<file path="src/rtl/acc_arb_pkg.sv">
// ============================================================================
//  Module      : acc_arb_pkg
//  Description : Opcode and state encodings for the shared accumulator arbiter.
//  Revision    : 1.0 - initial release
// ============================================================================
`default_nettype none

package acc_arb_pkg;

    localparam logic [1:0] OP_ADD   = 2'b00;
    localparam logic [1:0] OP_SUB   = 2'b01;
    localparam logic [1:0] OP_LOAD  = 2'b10;
    localparam logic [1:0] OP_CLEAR = 2'b11;

    typedef enum logic [1:0] {
        ST_IDLE = 2'd0,
        ST_EXEC = 2'd1,
        ST_DONE = 2'd2
    } state_t;

endpackage

`default_nettype wire

</file>
<file path="src/rtl/rr_picker.sv">
// ============================================================================
//  Module      : rr_picker
//  Description : Combinational round-robin pick; search starts just after last.
//  Revision    : 1.0 - initial release
// ============================================================================
`default_nettype none

module rr_picker #(
    parameter int N_REQ = 4
) (
    input  logic [N_REQ-1:0]         req,
    input  logic [$clog2(N_REQ)-1:0] last,
    output logic [N_REQ-1:0]         pick,
    output logic [$clog2(N_REQ)-1:0] pick_idx,
    output logic                     any
);
    localparam int IDX_W = $clog2(N_REQ);

    logic [IDX_W:0]   w_sum;
    logic [IDX_W-1:0] w_idx;

    always_comb begin
        pick     = '0;
        pick_idx = '0;
        any      = 1'b0;
        w_sum    = '0;
        w_idx    = '0;
        // One extra bit holds last+k before wrapping back into range
        for (int k = 1; k <= N_REQ; k++) begin
            w_sum = {1'b0, last} + (IDX_W+1)'(k);
            if (w_sum >= (IDX_W+1)'(N_REQ))
                w_sum = w_sum - (IDX_W+1)'(N_REQ);
            w_idx = w_sum[IDX_W-1:0];
            if (!any && req[w_idx]) begin
                any         = 1'b1;
                pick[w_idx] = 1'b1;
                pick_idx    = w_idx;
            end
        end
    end

endmodule

`default_nettype wire

</file>
<file path="src/rtl/acc_share_arbiter.sv">
// ============================================================================
//  Module      : acc_share_arbiter
//  Description : Round-robin sequencer sharing one accumulator among requesters.
//  Revision    : 1.0 - initial release
// ============================================================================
`default_nettype none

module acc_share_arbiter
    import acc_arb_pkg::*;
#(
    parameter int N_REQ    = 4,
    parameter int DATA_W   = 8,
    parameter int EXEC_CYC = 2
) (
    input  logic                    clk,
    input  logic                    rst,
    input  logic [N_REQ-1:0]        req_i,
    input  logic [2*N_REQ-1:0]      op_i,
    input  logic [DATA_W*N_REQ-1:0] opnd_i,
    output logic [N_REQ-1:0]        gnt_o,
    output logic                    busy_o,
    output logic                    done_o,
    output logic [DATA_W-1:0]       acc_o,
    output logic                    ovf_o
);
    localparam int IDX_W = $clog2(N_REQ);
    localparam int CNT_W = $clog2(EXEC_CYC+1);

    if (EXEC_CYC < 1) begin : g_bad_exec_cyc
        $error("acc_share_arbiter: EXEC_CYC must be >= 1");
    end
    if (N_REQ < 2) begin : g_bad_n_req
        $error("acc_share_arbiter: N_REQ must be >= 2");
    end

    state_t             r_state, w_state_nxt;
    logic [CNT_W-1:0]   r_cnt;
    logic [IDX_W-1:0]   r_last, r_win;
    logic [1:0]         r_op;
    logic [DATA_W-1:0]  r_opnd, r_acc, w_acc_nxt;
    logic               r_ovf, w_ovf_nxt;
    logic [N_REQ-1:0]   r_gnt, w_pick;
    logic [IDX_W-1:0]   w_pick_idx;
    logic               w_any, r_busy, r_done;
    logic               w_grant, w_apply, w_finish;
    logic [DATA_W:0]    w_add, w_sub;

    rr_picker #(.N_REQ(N_REQ)) u_picker (
        .req      (req_i),
        .last     (r_last),
        .pick     (w_pick),
        .pick_idx (w_pick_idx),
        .any      (w_any)
    );

    always_ff @(posedge clk or negedge rst) begin
        if (!rst) r_state <= ST_IDLE;
        else      r_state <= w_state_nxt;
    end

    always_comb begin
        w_state_nxt = r_state;
        w_grant     = 1'b0;
        w_apply     = 1'b0;
        w_finish    = 1'b0;
        case (r_state)
            ST_IDLE: if (w_any) begin
                w_state_nxt = ST_EXEC;
                w_grant     = 1'b1;
            end
            ST_EXEC: if (r_cnt == CNT_W'(EXEC_CYC-1)) begin
                w_state_nxt = ST_DONE;
                w_apply     = 1'b1;
            end
            ST_DONE: begin
                w_state_nxt = ST_IDLE;
                w_finish    = 1'b1;
            end
            default: w_state_nxt = ST_IDLE;
        endcase
    end

    // Extra top bit carries the ADD carry-out or the SUB borrow
    always_comb begin
        w_add     = {1'b0, r_acc} + {1'b0, r_opnd};
        w_sub     = {1'b0, r_acc} - {1'b0, r_opnd};
        w_acc_nxt = r_acc;
        w_ovf_nxt = r_ovf;
        case (r_op)
            OP_ADD:   begin w_acc_nxt = w_add[DATA_W-1:0]; w_ovf_nxt = r_ovf | w_add[DATA_W]; end
            OP_SUB:   begin w_acc_nxt = w_sub[DATA_W-1:0]; w_ovf_nxt = r_ovf | w_sub[DATA_W]; end
            OP_LOAD:  w_acc_nxt = r_opnd;
            default:  begin w_acc_nxt = '0; w_ovf_nxt = 1'b0; end
        endcase
    end

    always_ff @(posedge clk or negedge rst) begin
        if (!rst) begin
            r_cnt  <= '0;
            r_last <= IDX_W'(N_REQ-1);
            r_win  <= '0;
            r_op   <= '0;
            r_opnd <= '0;
            r_acc  <= '0;
            r_ovf  <= 1'b0;
            r_gnt  <= '0;
            r_busy <= 1'b0;
            r_done <= 1'b0;
        end else begin
            r_done <= w_apply;
            if (w_grant) begin
                r_gnt  <= w_pick;
                r_busy <= 1'b1;
                r_win  <= w_pick_idx;
                r_op   <= op_i[2*w_pick_idx +: 2];
                r_opnd <= opnd_i[DATA_W*w_pick_idx +: DATA_W];
                r_cnt  <= '0;
            end else if (r_state == ST_EXEC) begin
                r_cnt <= r_cnt + 1'b1;
            end
            if (w_apply) begin
                r_acc <= w_acc_nxt;
                r_ovf <= w_ovf_nxt;
            end
            if (w_finish) begin
                r_last <= r_win;
                r_gnt  <= '0;
                r_busy <= 1'b0;
            end
        end
    end

    assign gnt_o  = r_gnt;
    assign busy_o = r_busy;
    assign done_o = r_done;
    assign acc_o  = r_acc;
    assign ovf_o  = r_ovf;

endmodule

`default_nettype wire

</file>
<file path="config.mk">
export PLATFORM = sky130hd
export DESIGN_NAME = acc_share_arbiter
export DESIGN_NICKNAME = d
export VERILOG_FILES = /design/src/rtl/acc_arb_pkg.sv /design/src/rtl/rr_picker.sv /design/src/rtl/acc_share_arbiter.sv
export SDC_FILE = /design/constraint.sdc
export NUM_CORES = 1
export LEC_CHECK = 0
export CORE_UTILIZATION = 45
export CTS_CLUSTER_DIAMETER = 120
export CTS_CLUSTER_SIZE = 14
export DETAILED_ROUTE_END_ITERATION = 6
export PLACE_DENSITY = 0.8
export SLEW_MARGIN = 25
export SYNTH_ARGS = -nofsm -noshare
export SYNTH_HDL_FRONTEND = slang
export SYNTH_SLANG_ARGS = --single-unit
</file>
<file path="constraint.sdc">
create_clock -name clk -period 7.35 [get_ports clk]
set_input_delay 0.735 -clock clk [delete_from_list [all_inputs] [get_ports clk]]
set_output_delay 0.735 -clock clk [all_outputs]
set_load 0.005 [all_outputs]
</file>
==> out/metrics.yaml <==
timing.setup.critical_path_class: "flop to flop"
detail_route.drc_violations: 0
drtPass1Iterations: 4
synth_edf_count: 0
post_drt_via_cell_ratio: 5.51
crit_fanout: 14
timing.max_cap.violations: 0
cpPeakStageDelay_ns: 0.71
worst_setup_path_start_kind: "flop"
cp.required_ns: 7.56
die_outline_width_um: 80.7
worst-r2r-cell-count: 10
initial_core_util: 0.467
timing.final.crit_share: 0.495
timing.final.crit_period_ns: 3.64
grt_pass1_wl_um: 10200
place.gp.congestion: 0.862
worstPathArrival_ns: 3.85
layout.filler_cells: 517
whs_path_depth: 2
syn_to_final_growth_pct: 25.8
grt_max_degree: 34
synth_warnings: 0
synth_flop_cell: "sky130_fd_sc_hd__dfrtp_1"
number_of_buffers_created_by_cts: 5
synth-async-reset-ratio: 1.00
holdCritStartpoint: "r_win[1]"
synth_nets: 367
ioPinCount: 61
ctsResizeCount: 0
cts_setup_buffers: 0
layout.cells.most_common: "sky130_fd_sc_hd__clkdlybuf4s50_1"
totalWireLength_um: 6110
timing.final.hold_violations: 0
core_um2: 5960
synthDistinctLibCells: 43
critical_path.cell_chain: "inv_1 > ha_1 > mux2i_1 > mux2i_4 > nor2_2 > and2_4 > a22oi_1 > a22oi_2 > mux2_2 > mux2i_1"
num_antenna_cells: 0
hold_path.class: "flop to flop"
syn-cell-area_um2: 2780
worstReg2RegEnd: "r_opnd[2]"
number_of_antenna_violations_at_the_first_check_in_global_routing: 0
clk_pin_slew_worst_paths_ns: 0.07
synth-seq-cells: 33
static-leakage-power_nw: 1.59
tightest_slew_ns: 0.727
achievable-frequency_ghz: 0.275
maxSlewHeadroom: 0.515
cts_tree: "done"
rr_startpoint: "r_last[0]"
grt.total_usage: 0.205
design.die.area_um2: 6510
final_layout_size_suffix_gt1_frac: 0.0994
worst_path_max_delay_cell: "sky130_fd_sc_hd__dfstp_2"
wl_per_cell_um: 14.3
layout.cells.most_common_list: "sky130_fd_sc_hd__clkdlybuf4s50_1 (60), sky130_fd_sc_hd__mux2i_1 (38), sky130_fd_sc_hd__dfrtp_1 (31), sky130_fd_sc_hd__ha_1 (25), sky130_fd_sc_hd__inv_1 (24)"
clock_skew_ns: 0.00745
clock_sink_count: 33
drt.antenna.violating_nets: 0
cts.hold.buffers_added: 0
end_kind: "flop"
grt_setup_unrepaired: "false"
multi_input_comb_area_um2: 1790
clock-root-buffer: "sky130_fd_sc_hd__clkbuf_8"
syn_inst: 294
power_density_nw_per_um2: 488
setup.reg_to_reg.worst_slack_ns: 3.71
place.port_buffers: 60
syn-mean-instance-area_um2: 9.47
report.final.setup_viol: 0
global_route.overflow_total: 0
floorplan.rows: 28
clk_path_buf_depth: 2
worstHoldEndpoint: "r_last[1]"
critical-path-top-cell-by-count: "sky130_fd_sc_hd__mux2i_1"
seq_area_frac_synth: 0.298
grt_pass1_vias: 2305
fin_tns_setup_ns: 0
peakVddDrop_mv: 0.260
dp_hpwl_um: 4710
height_of_the_chip_um: 80.7
layout.area.seq_um2: 828
clk_latency_ns: 0.29
final_net_count: 424
outcome: "finished clean"
htreeDepth: 2
final_report_max_slew_violation_count: 0
drt-initial-drc-count: 112
routed-via-count: 2354
final_core_utilization: 0.588
-- through the flow --
stage	hold WS, ns	total power, W	setup WS [ns]	instances	instance area [um2]
final	0.480	0.00171	3.71	427	3500
after global routing	0.506	0.00187	3.43	427	3500
after CTS	0.491	0.00172	3.58	427	3490
after detailed placement	0.471	0.00157	3.61	419	3410
after global placement	0.465	0.00154	3.74	419	3410
after floorplan	0.439	0.00132	4.30	294	2780
-- worst max path at each step --
stage                            to      start
after global placement      r_op[1]  r_last[0]
after global routing      r_opnd[1]  r_last[0]
final                     r_opnd[2]  r_last[0]
after detailed placement    r_op[0]  r_last[0]
after floorplan             r_op[0]  r_last[0]
after CTS                   r_op[1]  r_last[0]
-- cells in the mapped netlist, drive strengths merged, types with 2 or more instances --
cell    instances  share of area
nand3           2         0.0036
clkbuf          5         0.0067
dfrtp          31           0.28
a211oi          2         0.0054
nor2           21          0.033
mux4            2          0.016
buf             7          0.024
a22oi          14          0.040
o21ai          22          0.040
mux2i          39           0.14
xor2            2         0.0063
fa              2          0.014
nor3            2         0.0054
a21oi          19          0.034
dfstp           2          0.019
nand2          23          0.031
inv            24          0.032
mux2           13          0.053
o21bai          7          0.019
a31oi           3         0.0067
o22ai           2         0.0067
xnor2           4          0.013
a221o           2         0.0072
a21o            5          0.013
ha             25           0.11
nor2b           5          0.011
-- power breakdown --
group	switching (W)	leakage, nW	total, W	internal, W
combinational	0.000597	1.15	0.00118	0.000583
sequential	0.000119	0.400	0.000394	0.000275
clock	0.0000706	0.0439	0.000136	0.0000653
total	0.000786	1.59	0.00171	0.000923
-- state kept, by name, indices dropped and copies added (netlist names) --
signal   count
acc_o        8
busy_o       1
done_o       1
gnt_o        4
ovf_o        1
r_cnt        2
r_last       2
r_op         2
r_opnd       8
r_state      2
r_win        2
-- cell families after synthesis --
logic type                 count (synthesis)  share of synthesized area
buffers and inverters                     36                     0.0629
xor gates and xnor gates                   6                     0.0189
adders and majority gates                 27                      0.127
and+or+nand+nor                           57                     0.0939
AOI/OAI and AO/OA                         81                      0.187
DFF                                       33                      0.298
muxes                                     54                      0.213
-- critical path: cells and delay by family (launching register included) --
family | cells | cell delay [ns]
AOI/OAI and AO/OA | 2 | 0.68
adders and majority gates | 1 | 0.51
DFF | 1 | 0.71
buffers and inverters | 1 | 0.24
muxes | 4 | 1.08
and+or+nand+nor | 2 | 0.32
-- layout make-up --
cell class,count,area share
multi-input cells,225,0.510
flip-flops and latches,33,0.237
repair buffers,62,0.176
well taps,75,0.0268
inverters,24,0.0257
clock buffers,5,0.0197
clock inverters,3,0.00500
-- metal layers --
metal  vias to the layer above  track usage  wire length (um)
met5                         -            0                 0
met4                         0       0.0625               125
met3                        14       0.0443               283
met2                        66        0.387              3180
met1                      1118        0.226              2530
li1                       1156            -                 -
No activity file was read; power rests on OpenSTA's default activity.
